[config.mk]
export PLATFORM = sky130hd
export DESIGN_NAME = conv_enc_frame_ctrl
export DESIGN_NICKNAME = d
export VERILOG_FILES = /design/src/rtl/conv_enc_pkg.sv /design/src/rtl/conv_enc_k5_core.sv /design/src/rtl/conv_enc_frame_ctrl.sv
export SDC_FILE = /design/constraint.sdc
export NUM_CORES = 1
export LEC_CHECK = 0
export ABC_AREA = 0
export CAP_MARGIN = 5
export CORE_MARGIN = 4
export CORE_UTILIZATION = 25
export DETAILED_ROUTE_END_ITERATION = 10
export HOLD_SLACK_MARGIN = 0.15
export SKIP_LAST_GASP = 1
export SLEW_MARGIN = 20
export SYNTH_ARGS = -nofsm -noshare
export SYNTH_HDL_FRONTEND = slang
export SYNTH_SLANG_ARGS = --single-unit
[constraint.sdc]
create_clock -name i_clk -period 1.6 [get_ports i_clk]
set_input_delay 0.32 -clock i_clk [delete_from_list [all_inputs] [get_ports i_clk]]
set_output_delay 0.32 -clock i_clk [all_outputs]
set_load 0.03 [all_outputs]
[src/rtl/conv_enc_pkg.sv]
// Shared constants, FSM state encoding and the parity helper for the K=5, rate-1/2 encoder.
package conv_enc_pkg;

  localparam int K = 5;
  localparam logic [K-1:0] G1 = 5'b10111;
  localparam logic [K-1:0] G2 = 5'b11001;

  typedef enum logic [2:0] {
    S_IDLE,
    S_LOAD,
    S_SHIFT,
    S_TAIL,
    S_DONE
  } state_t;

  // sr[K-1] holds the newest input bit.
  function automatic logic [1:0] parity_pair(input logic [K-1:0] sr);
    return {^(G1 & sr), ^(G2 & sr)};
  endfunction

endpackage

[src/rtl/conv_enc_k5_core.sv]
// K=5 encoder shift register; o_pair is the coded pair the register would produce if i_bit shifted in now.
module conv_enc_k5_core
  import conv_enc_pkg::*;
(
  input  logic       i_clk,
  input  logic       i_rst_n,
  input  logic       i_clr,
  input  logic       i_shift_en,
  input  logic       i_bit,
  output logic [1:0] o_pair
);

  logic [K-1:0] r_sr;
  logic [K-1:0] w_sr_next;

  assign w_sr_next = {i_bit, r_sr[K-1:1]};
  assign o_pair    = parity_pair(w_sr_next);

  always_ff @(posedge i_clk) begin
    if (!i_rst_n || i_clr) begin
      r_sr <= '0;
    end else if (i_shift_en) begin
      r_sr <= w_sr_next;
    end
  end

endmodule

[src/rtl/conv_enc_frame_ctrl.sv]
// Frame sequencer: bytes in over valid/ready, MSB-first into the K=5 core, coded pairs out on a registered valid/ready stage.
// Define CONV_ENC_TAIL_EN to terminate each frame with TAIL_LEN zero-input pairs.
module conv_enc_frame_ctrl
  import conv_enc_pkg::*;
#(
  parameter int LEN_W    = 8,
  parameter int TAIL_LEN = 4
) (
  input  logic             i_clk,
  input  logic             i_rst_n,
  input  logic             i_start,
  input  logic [LEN_W-1:0] i_frame_len,
  input  logic [7:0]       i_byte_data,
  input  logic             i_byte_valid,
  output logic             o_byte_ready,
  output logic [1:0]       o_enc_dout,
  output logic             o_enc_valid,
  input  logic             i_enc_ready,
  output logic             o_busy,
  output logic             o_frame_done
);

  localparam int TW = (TAIL_LEN > 1) ? $clog2(TAIL_LEN) : 1;

  state_t           r_state;
  state_t           w_state_nxt;
  logic [LEN_W-1:0] r_len;
  logic [LEN_W-1:0] r_byte_cnt;
  logic [2:0]       r_bit_idx;
  logic [TW-1:0]    r_tail_cnt;
  logic [7:0]       r_byte;
  logic [1:0]       r_dout;
  logic             r_valid;
  logic             r_done;

  logic             w_adv;
  logic             w_bit;
  logic             w_clr;
  logic             w_start_ok;
  logic             w_load_hs;
  logic             w_drain_ok;
  logic             w_last_byte;
  logic             w_last_tail;
  logic [1:0]       w_pair;

  // The output stage may take a new pair when empty or when its current pair leaves this cycle.
  assign w_drain_ok  = ~r_valid | i_enc_ready;
  assign w_adv       = ((r_state == S_SHIFT) || (r_state == S_TAIL)) && w_drain_ok;
  assign w_bit       = (r_state == S_SHIFT) ? r_byte[r_bit_idx] : 1'b0;
  assign w_start_ok  = i_start && (i_frame_len != '0);
  assign w_clr       = (r_state == S_IDLE) && w_start_ok;
  assign w_load_hs   = (r_state == S_LOAD) && i_byte_valid;
  assign w_last_byte = (r_byte_cnt == r_len);
  assign w_last_tail = (r_tail_cnt == TW'(TAIL_LEN - 1));

  conv_enc_k5_core u_core (
    .i_clk      (i_clk),
    .i_rst_n    (i_rst_n),
    .i_clr      (w_clr),
    .i_shift_en (w_adv),
    .i_bit      (w_bit),
    .o_pair     (w_pair)
  );

  always_comb begin
    w_state_nxt = r_state;
    case (r_state)
      S_IDLE:  if (w_start_ok) w_state_nxt = S_LOAD;
      S_LOAD:  if (i_byte_valid) w_state_nxt = S_SHIFT;
      S_SHIFT: begin
        if (w_adv && (r_bit_idx == 3'd0)) begin
          if (!w_last_byte) begin
            w_state_nxt = S_LOAD;
          end else begin
`ifdef CONV_ENC_TAIL_EN
            w_state_nxt = S_TAIL;
`else
            w_state_nxt = S_DONE;
`endif
          end
        end
      end
      S_TAIL:  if (w_adv && w_last_tail) w_state_nxt = S_DONE;
      S_DONE:  if (w_drain_ok) w_state_nxt = S_IDLE;
      default: w_state_nxt = S_IDLE;
    endcase
  end

  always_ff @(posedge i_clk) begin
    if (!i_rst_n) begin
      r_state    <= S_IDLE;
      r_len      <= '0;
      r_byte_cnt <= '0;
      r_bit_idx  <= '0;
      r_tail_cnt <= '0;
      r_byte     <= '0;
      r_dout     <= '0;
      r_valid    <= 1'b0;
      r_done     <= 1'b0;
    end else begin
      r_state <= w_state_nxt;
      r_done  <= (r_state == S_DONE) && w_drain_ok;

      if (w_clr) begin
        r_len      <= i_frame_len;
        r_byte_cnt <= LEN_W'(1);
        r_tail_cnt <= '0;
      end

      if (w_load_hs) begin
        r_byte    <= i_byte_data;
        r_bit_idx <= 3'd7;
      end

      if (w_adv) begin
        r_dout  <= w_pair;
        r_valid <= 1'b1;
        if (r_state == S_SHIFT) begin
          if (r_bit_idx != 3'd0) begin
            r_bit_idx <= r_bit_idx - 3'd1;
          end else if (!w_last_byte) begin
            r_byte_cnt <= r_byte_cnt + LEN_W'(1);
          end
        end else if (!w_last_tail) begin
          r_tail_cnt <= r_tail_cnt + TW'(1);
        end
      end else if (r_valid && i_enc_ready) begin
        r_valid <= 1'b0;
      end
    end
  end

  assign o_byte_ready = (r_state == S_LOAD);
  assign o_enc_dout   = r_dout;
  assign o_enc_valid  = r_valid;
  assign o_busy       = (r_state != S_IDLE);
  assign o_frame_done = r_done;

endmodule

==> results.sh, run 1 <==
export IMPL_grt_pass1_wl_mm=8.25
export IMPL_required_ns=1.81
export IMPL_antenna_found_initial=0
export IMPL_synth_cell_types=48
export IMPL_netlist_area_sq_mm=0.00202
export IMPL_holdWs_ns=0.461
export IMPL_core_sq_mm=0.00781
export IMPL_cts_buffer_depth=2
export IMPL_ff2ff_setup_slack_ns=-0.15
export IMPL_status="finished, violations left"
export IMPL_async_reset_ff_share_pct=0
export IMPL_fin_crit_sh_pct=109
export IMPL_boundaryPins=27
export IMPL_synthTopCellsByArea="dfxtp_1 40%, nand2_1 6.5%, a21oi_1 4.7%"
export IMPL_syn_to_final_growth_pct=55.3
export IMPL_final_nets=344
export IMPL_ys_flop_type="dfxtp_1"
export IMPL_via_count=1944
export IMPL_dp_hpwl_mm=3.53
export IMPL_yosys_warnings=0
export IMPL_endpoint="r_byte_cnt[1]$_SDFF_PN0_"
export IMPL_grt_use_total_pct=10.3
export IMPL_min_path_type="flop to flop"
export IMPL_finalCriticalPeriod_ns=1.75
export IMPL_critPathKind="flop to flop"
export IMPL_rows=32
export IMPL_skew_ns=0.0144
export IMPL_grt_pass1_vias=1793
export IMPL_cts_root_buf="clkbuf_8"
export IMPL_hold_violations=0
export IMPL_viasPerCell=4.61
export IMPL_wirelength_mm=5.15
export IMPL_powerDensity_mw_per_mm2=796
export IMPL_drc=0
export IMPL_cts_buffers=5
export IMPL_diodes=0
export IMPL_synth_seq_cells=40
export IMPL_power_total_uw=2490
export IMPL_cts_sinks=40
export IMPL_final_common_cell="buf_4"
export IMPL_peakVddDrop_mv=0.525
export IMPL_r2r_start="r_len[4]$_SDFFE_PN0P_"
export IMPL_dieArea_sq_mm=0.00957
export IMPL_maxCapViolCount=0
export IMPL_clock_fmax_mhz=571
export IMPL_violations="negative setup slack"
export IMPL_rr_worst_depth=7
export IMPL_final_max_slew_viol_count=0
export IMPL_worst_pin_slew_ns=0.321
export IMPL_final_core_utilization_pct=40.1
export IMPL_layout_common_cells="53 x buf_4, 35 x nand2_1, 34 x dfxtp_1, 20 x clkdlybuf4s50_1, 18 x nor2_1"
export IMPL_avgSynthCellArea_sq_um=8.55
export IMPL_ys_seq_area_share_pct=39.7
export IMPL_dr_pass1_iters=4
export IMPL_postSynthNetCount=261
export IMPL_pre_cts_ws_ns=-0.383
export IMPL_gp_congestion=0.792
export IMPL_cp_arrival_ns=1.97
export IMPL_path_clk_slew_ns=0.08
export IMPL_setup_viol=9
export IMPL_final_area_sq_mm=0.00313
export IMPL_initialDrtViolationCount=67
export IMPL_worstPathMaxFanout=3
export IMPL_synth_top_area_cell="dfxtp_1"
export IMPL_clk_latency_ns=0.30
export IMPL_initial_core_util_pct=25.8
export IMPL_p_leak_uw=0.00128
export IMPL_grt_max_degree=14
export IMPL_rsz0062_at_grt="yes"
export IMPL_numPortBuffers=26
export IMPL_endpoint_kind="flop"
export IMPL_startpoint="r_len[4]$_SDFFE_PN0P_"
export IMPL_antenna_left=0
export IMPL_worst_setup_path_start_kind="flop"
export IMPL_gr_total_overflow=0
export IMPL_die_width_um=97.9
export IMPL_wl_per_cell_um=12.2
export IMPL_dpl_instance_area_sq_mm=0.00273
export IMPL_relSlewSlack_pct=78.4
export IMPL_die_y_um=97.9
export IMPL_ctsHtreeMaxLevel=2
export IMPL_worst_slack_ns=-0.152
export IMPL_reg2reg_to="r_byte_cnt[1]$_SDFF_PN0_"
export IMPL_synthCells=236
export IMPL_drive_above_1_share_pct=34.7
export IMPL_cts_tree="done"
export IMPL_synth_edf_count=0
export IMPL_yosysTopAreaCellShare_pct=39.7
[timing repair]
item                                    CTS  global route
endpoints found under the setup margin   18            29
hold buffers                              0             0
resized for setup                        21            42
buffers inserted                          3            11
pin swaps                                 9            10
[stage by stage]
step           cells  TNS, ns
2_1_floorplan    236        0
3_3_place_gp     401    -6.59
3_5_place_dp     401    -7.50
4_1_cts          411   -0.345
5_1_grt          422    -1.55
6_report         422   -0.469
[synthesized netlist by cell type, types with 2 or more instances]
master,count
nand2_1,35
nand3b_1,2
a2111oi_0,2
nor3_1,6
xnor2_1,2
nor2_1,19
dfxtp_1,40
and3_1,2
nand3_1,6
mux2i_1,9
inv_1,4
or2_2,2
o21a_1,2
nor3b_1,2
clkbuf_1,6
nor4_1,3
mux2_2,2
a31oi_1,2
nor4_2,2
nor2b_1,7
a211oi_1,3
buf_2,3
ha_1,4
a21oi_1,19
nand2b_1,8
o21ai_0,14
xor2_1,9
[routing by layer]
metal	global-route usage [%]	vias to the layer above	wire (um)
li1	-	991	-
met1	13.3	910	2300
met2	16.9	41	2600
met3	2.71	2	220
met4	2.88	0	27
met5	0	-	0
[worst min-delay path by stage]
stage                                       from                endpoint  slack [ns]  depth (start not counted)
after CTS                 r_byte[4]$_SDFFE_PN0P_  r_byte[4]$_SDFFE_PN0P_        0.46                          2
final                     r_byte[0]$_SDFFE_PN0P_  r_byte[0]$_SDFFE_PN0P_        0.46                          2
after global placement    r_byte[4]$_SDFFE_PN0P_  r_byte[4]$_SDFFE_PN0P_        0.44                          2
after detailed placement  r_byte[1]$_SDFFE_PN0P_  r_byte[1]$_SDFFE_PN0P_        0.45                          2
after floorplan           r_byte[0]$_SDFFE_PN0P_  r_byte[0]$_SDFFE_PN0P_        0.43                          2
after global routing      r_byte[5]$_SDFFE_PN0P_  r_byte[5]$_SDFFE_PN0P_        0.49                          2
[worst max-delay path, stage by stage, from the launching register on]
cell     delay [ns]
dfxtp_2        0.33
xor2_1         0.16
nor4_2         0.28
buf_4          0.18
a21oi_4        0.06
buf_6          0.12
or3b_1         0.38
a21oi_1        0.17
[logic make-up after synthesis]
kind of cell	Yosys count	synth area share, %
simple gates	103	27.3
fa+ha+maj	4	2.48
compound gates	51	16.1
mux	12	6.32
flops	40	39.7
buf+inv	15	3.35
xor+xnor	11	4.77
[power by group]
part           leakage (uW)  internal [uW]  switching [uW]
combinational      0.000891            287             246
clock             0.0000614            511             378
sequential         0.000328           1040            36.9
total               0.00128           1830             661
[cell type report]
| cell class | count | area [sq um] |
|---|---|---|
| flip-flops and latches | 40 | 813 |
| well taps | 102 | 128 |
| inverters | 4 | 20.0 |
| clock inverters | 2 | 38.8 |
| clock buffers | 6 | 82.6 |
| fillers | 794 | 4670 |
| multi-input cells | 181 | 1310 |
| repair buffers | 87 | 739 |
[registers in the layout, indices dropped and copies added, names as in the netlist]
name          count
r_tail_cnt        2
r_bit_idx         3
r_byte            8
u_core.r_sr       4
o_enc_valid       1
r_len             8
r_byte_cnt        8
r_state           3
o_enc_dout        2
o_frame_done      1
Note: power is estimated with default switching activity, not from simulation.
==> inputs of run 2 (changes only) <==
--- a/config.mk
+++ b/config.mk
@@ -9,10 +9,10 @@
 export CAP_MARGIN = 5
 export CORE_MARGIN = 4
 export CORE_UTILIZATION = 25
+export CTS_CLUSTER_DIAMETER = 100
 export DETAILED_ROUTE_END_ITERATION = 10
 export HOLD_SLACK_MARGIN = 0.15
 export SKIP_LAST_GASP = 1
-export SLEW_MARGIN = 20
 export SYNTH_ARGS = -nofsm -noshare
 export SYNTH_HDL_FRONTEND = slang
 export SYNTH_SLANG_ARGS = --single-unit
==> results of run 2 <==
The final DEF is identical to that of run 1; final timing and power are the same.
==> inputs of run 3 (changes only) <==
--- a/config.mk
+++ b/config.mk
@@ -12,7 +12,9 @@
 export CTS_CLUSTER_DIAMETER = 100
 export DETAILED_ROUTE_END_ITERATION = 10
 export HOLD_SLACK_MARGIN = 0.15
+export RECOVER_POWER = 25
 export SKIP_LAST_GASP = 1
 export SYNTH_ARGS = -nofsm -noshare
 export SYNTH_HDL_FRONTEND = slang
+export SYNTH_HIERARCHICAL = 1
 export SYNTH_SLANG_ARGS = --single-unit
==> run 3 against run 2 <==
Against the previous run:
- the run still ends with negative setup slack left
- fmax is 0.38% lower
- non-clock buffer count is 9 lower
- area after synthesis rose by 1.9%
- clock-buffer cell count unchanged
- worst setup slack worse by 0.0068 ns
- via count is 4.9% lower
- sequential cell count stayed put
- first-iteration DRC count grew 30%
- worst hold slack worse by 0.082 ns
- utilization decreased by 1.7 points
- global-route usage down 0.60 points
- clock skew fell by 0.011 ns
- largest cell class unchanged
- highest routed layer unchanged
==> results.sh, run 3 <==
export IMPL_rsz0062_at_grt="yes"
export IMPL_cts_root_buf="clkbuf_8"
export IMPL_die_width_um=98.7
export IMPL_grt_pass1_vias=1660
export IMPL_boundaryPins=27
export IMPL_diodes=0
export IMPL_instances_no_fill=405
export IMPL_fin_crit_sh_pct=110
export IMPL_initial_core_util_pct=26.2
export IMPL_die_y_um=98.7
export IMPL_final_nets=327
export IMPL_relSlewSlack_pct=78.8
export IMPL_powerDensity_mw_per_mm2=832
export IMPL_via_count=1848
export IMPL_gp_congestion=0.749
export IMPL_ys_seq_area_share_pct=38.9
export IMPL_critPathKind="flop to flop"
export IMPL_netlist_area_sq_mm=0.00206
export IMPL_peakVddDrop_mv=0.354
export IMPL_slowest_delay_ns=0.51
export IMPL_yosysTopAreaCellShare_pct=38.9
export IMPL_finalCriticalPeriod_ns=1.76
export IMPL_cts_tree="done"
export IMPL_min_path_type="input port to flop"
export IMPL_p_leak_uw=0.00117
export IMPL_cts_buffer_depth=2
export IMPL_pre_cts_ws_ns=-0.530
export IMPL_clock_fmax_mhz=569
export IMPL_cts_hold_buf=0
export IMPL_synth_cell_types=47
export IMPL_dieArea_sq_mm=0.00974
export IMPL_worst_pin_slew_ns=0.318
export IMPL_postSynthNetCount=253
export IMPL_layout_common_cells="42 x nand2_1, 42 x buf_4, 36 x dfxtp_1, 21 x a21oi_1, 12 x clkdlybuf4s50_1"
export IMPL_final_max_slew_viol_count=0
export IMPL_fin_tns_setup_ns=-0.302
export IMPL_cts_sinks=40
export IMPL_cp_slowest_cell="mux4_2"
export IMPL_clk_latency_ns=0.29
export IMPL_required_ns=1.79
export IMPL_final_core_utilization_pct=38.4
export IMPL_ff2ff_setup_slack_ns=-0.16
export IMPL_initialDrtViolationCount=87
export IMPL_gr_total_overflow=0
export IMPL_numPortBuffers=26
export IMPL_hold_violations=0
export IMPL_synth_top_area_cell="dfxtp_1"
export IMPL_skew_ns=0.00348
export IMPL_synth_most_common_cell="nand2_1"
export IMPL_setup_viol=2
export IMPL_avgSynthCellArea_sq_um=9.02
export IMPL_status="finished, violations left"
export IMPL_drive_above_1_share_pct=33.7
export IMPL_rows=32
export IMPL_endpoint_kind="flop"
export IMPL_cp_arrival_ns=1.95
export IMPL_dr_pass1_iters=4
export IMPL_dp_cells=387
export IMPL_grt_pass1_wl_mm=7.69
export IMPL_grt_use_total_pct=9.67
export IMPL_dp_hpwl_mm=3.42
export IMPL_antenna_left=0
export IMPL_reg_largest_list="r_byte: 8 flops, r_byte_cnt: 8 flops, r_len: 8 flops"
export IMPL_ctsHtreeMaxLevel=2
export IMPL_worst_slack_ns=-0.158
export IMPL_path_clk_slew_ns=0.08
export IMPL_drc=0
export IMPL_violations="negative setup slack"
export IMPL_synthTopCellsByArea="dfxtp_1 39%, nand2_1 7.8%, mux2i_1 5.4%"
export IMPL_synth_edf_count=0
export IMPL_core_sq_mm=0.00785
export IMPL_ys_flop_type="dfxtp_1"
export IMPL_syn_to_final_growth_pct=46.6
export IMPL_synthTopCellsByCount="43 x nand2_1, 40 x dfxtp_1, 21 x a21oi_1"
export IMPL_final_area_sq_mm=0.00302
export IMPL_wl_per_cell_um=11.9
export IMPL_synthCells=228
export IMPL_antenna_found_initial=0
export IMPL_wirelength_mm=4.82
export IMPL_dpl_instance_area_sq_mm=0.00274
export IMPL_async_reset_ff_share_pct=0
export IMPL_cts_buffers=5
export IMPL_grt_max_degree=34
export IMPL_worstPathMaxFanout=4
export IMPL_yosys_warnings=6
export IMPL_crit_chain="mux4_2 -> mux2i_2 -> nor2_2 -> xor2_2 -> xor2_1 -> mux2i_1 -> nor2_1"
export IMPL_worst_setup_path_start_kind="flop"
export IMPL_viasPerCell=4.56
export IMPL_maxCapViolCount=0
export IMPL_synth_seq_cells=40
## run 3: path summary, 6_finish.rpt
| kind | from | end | cells past startpoint |
|---|---|---|---|
| max | r_bit_idx[0]$_SDFF_PN0_ | o_enc_dout[0]$_SDFFE_PN0P_ | 7 |
| min | i_frame_len[7] | r_len[7]$_SDFFE_PN0P_ | 4 |
| max reg2reg | r_bit_idx[0]$_SDFF_PN0_ | o_enc_dout[0]$_SDFFE_PN0P_ | 7 |
| min reg2reg | r_byte[0]$_SDFFE_PN0P_ | r_byte[0]$_SDFFE_PN0P_ | 2 |
## run 3: routing by layer
metal	part of all wire [%]	track usage, %
met1	50	13.4
met2	45	14.4
met3	3.4	2.48
met4	1.7	3.78
met5	0	0
## run 3: metrics by stage
step / hold slack, ns / total power, uW
3_3_place_gp: 0.444 / 1600
2_1_floorplan: 0.431 / 1390
4_1_cts: 0.414 / 2450
6_report: 0.379 / 2510
3_5_place_dp: 0.447 / 1600
5_1_grt: 0.378 / 2620
## run 3: cell families (layout without fill, tap and decap cells)
| logic type | Yosys count | in the layout | share of synthesized area, % |
|---|---|---|---|
| adders and majority gates | 4 | 4 | 2.43 |
| AOI/OAI and AO/OA | 43 | 44 | 15.6 |
| buffers and inverters | 18 | 92 | 5.78 |
| muxes | 14 | 14 | 8.09 |
| xor gates and xnor gates | 12 | 12 | 5.11 |
| DFF | 40 | 40 | 38.9 |
| and+or+nand+nor | 97 | 97 | 24.0 |
## run 3: layout make-up
| cell class | count | area [sq um] |
|---|---|---|
| tap | 102 | 128 |
| timing repair inverter | 1 | 8.76 |
| timing repair buffer | 78 | 696 |
| sequential | 40 | 811 |
| multi-input combinational | 171 | 1230 |
| inverter | 5 | 31.3 |
| fill | 808 | 4830 |
| clock buffer | 6 | 72.6 |
| clock inverter | 2 | 35.0 |
## run 3: power by group
part	internal, uW	switching [uW]	leakage (uW)	total (uW)
Combinational	329	275	0.000790	605
Clock	463	355	0.0000552	819
Sequential	1040	44.8	0.000327	1090
Total	1830	676	0.00117	2510
## run 3: critical path, delay by kind of cell (launching register included)
kind,cells,cell delay (ns)
xor gates and xnor gates,2,0.34
DFF,1,0.38
muxes,3,0.81
and+or+nand+nor,2,0.14
## run 3: repair_timing
action / CTS / global route
pin swaps: 6 / 12
setup endpoints to repair: 32 / 31
resized for setup: 22 / 37
gates cloned: 1 / 2
buffers inserted: 3 / 4
hold endpoints to repair: 0 / 0
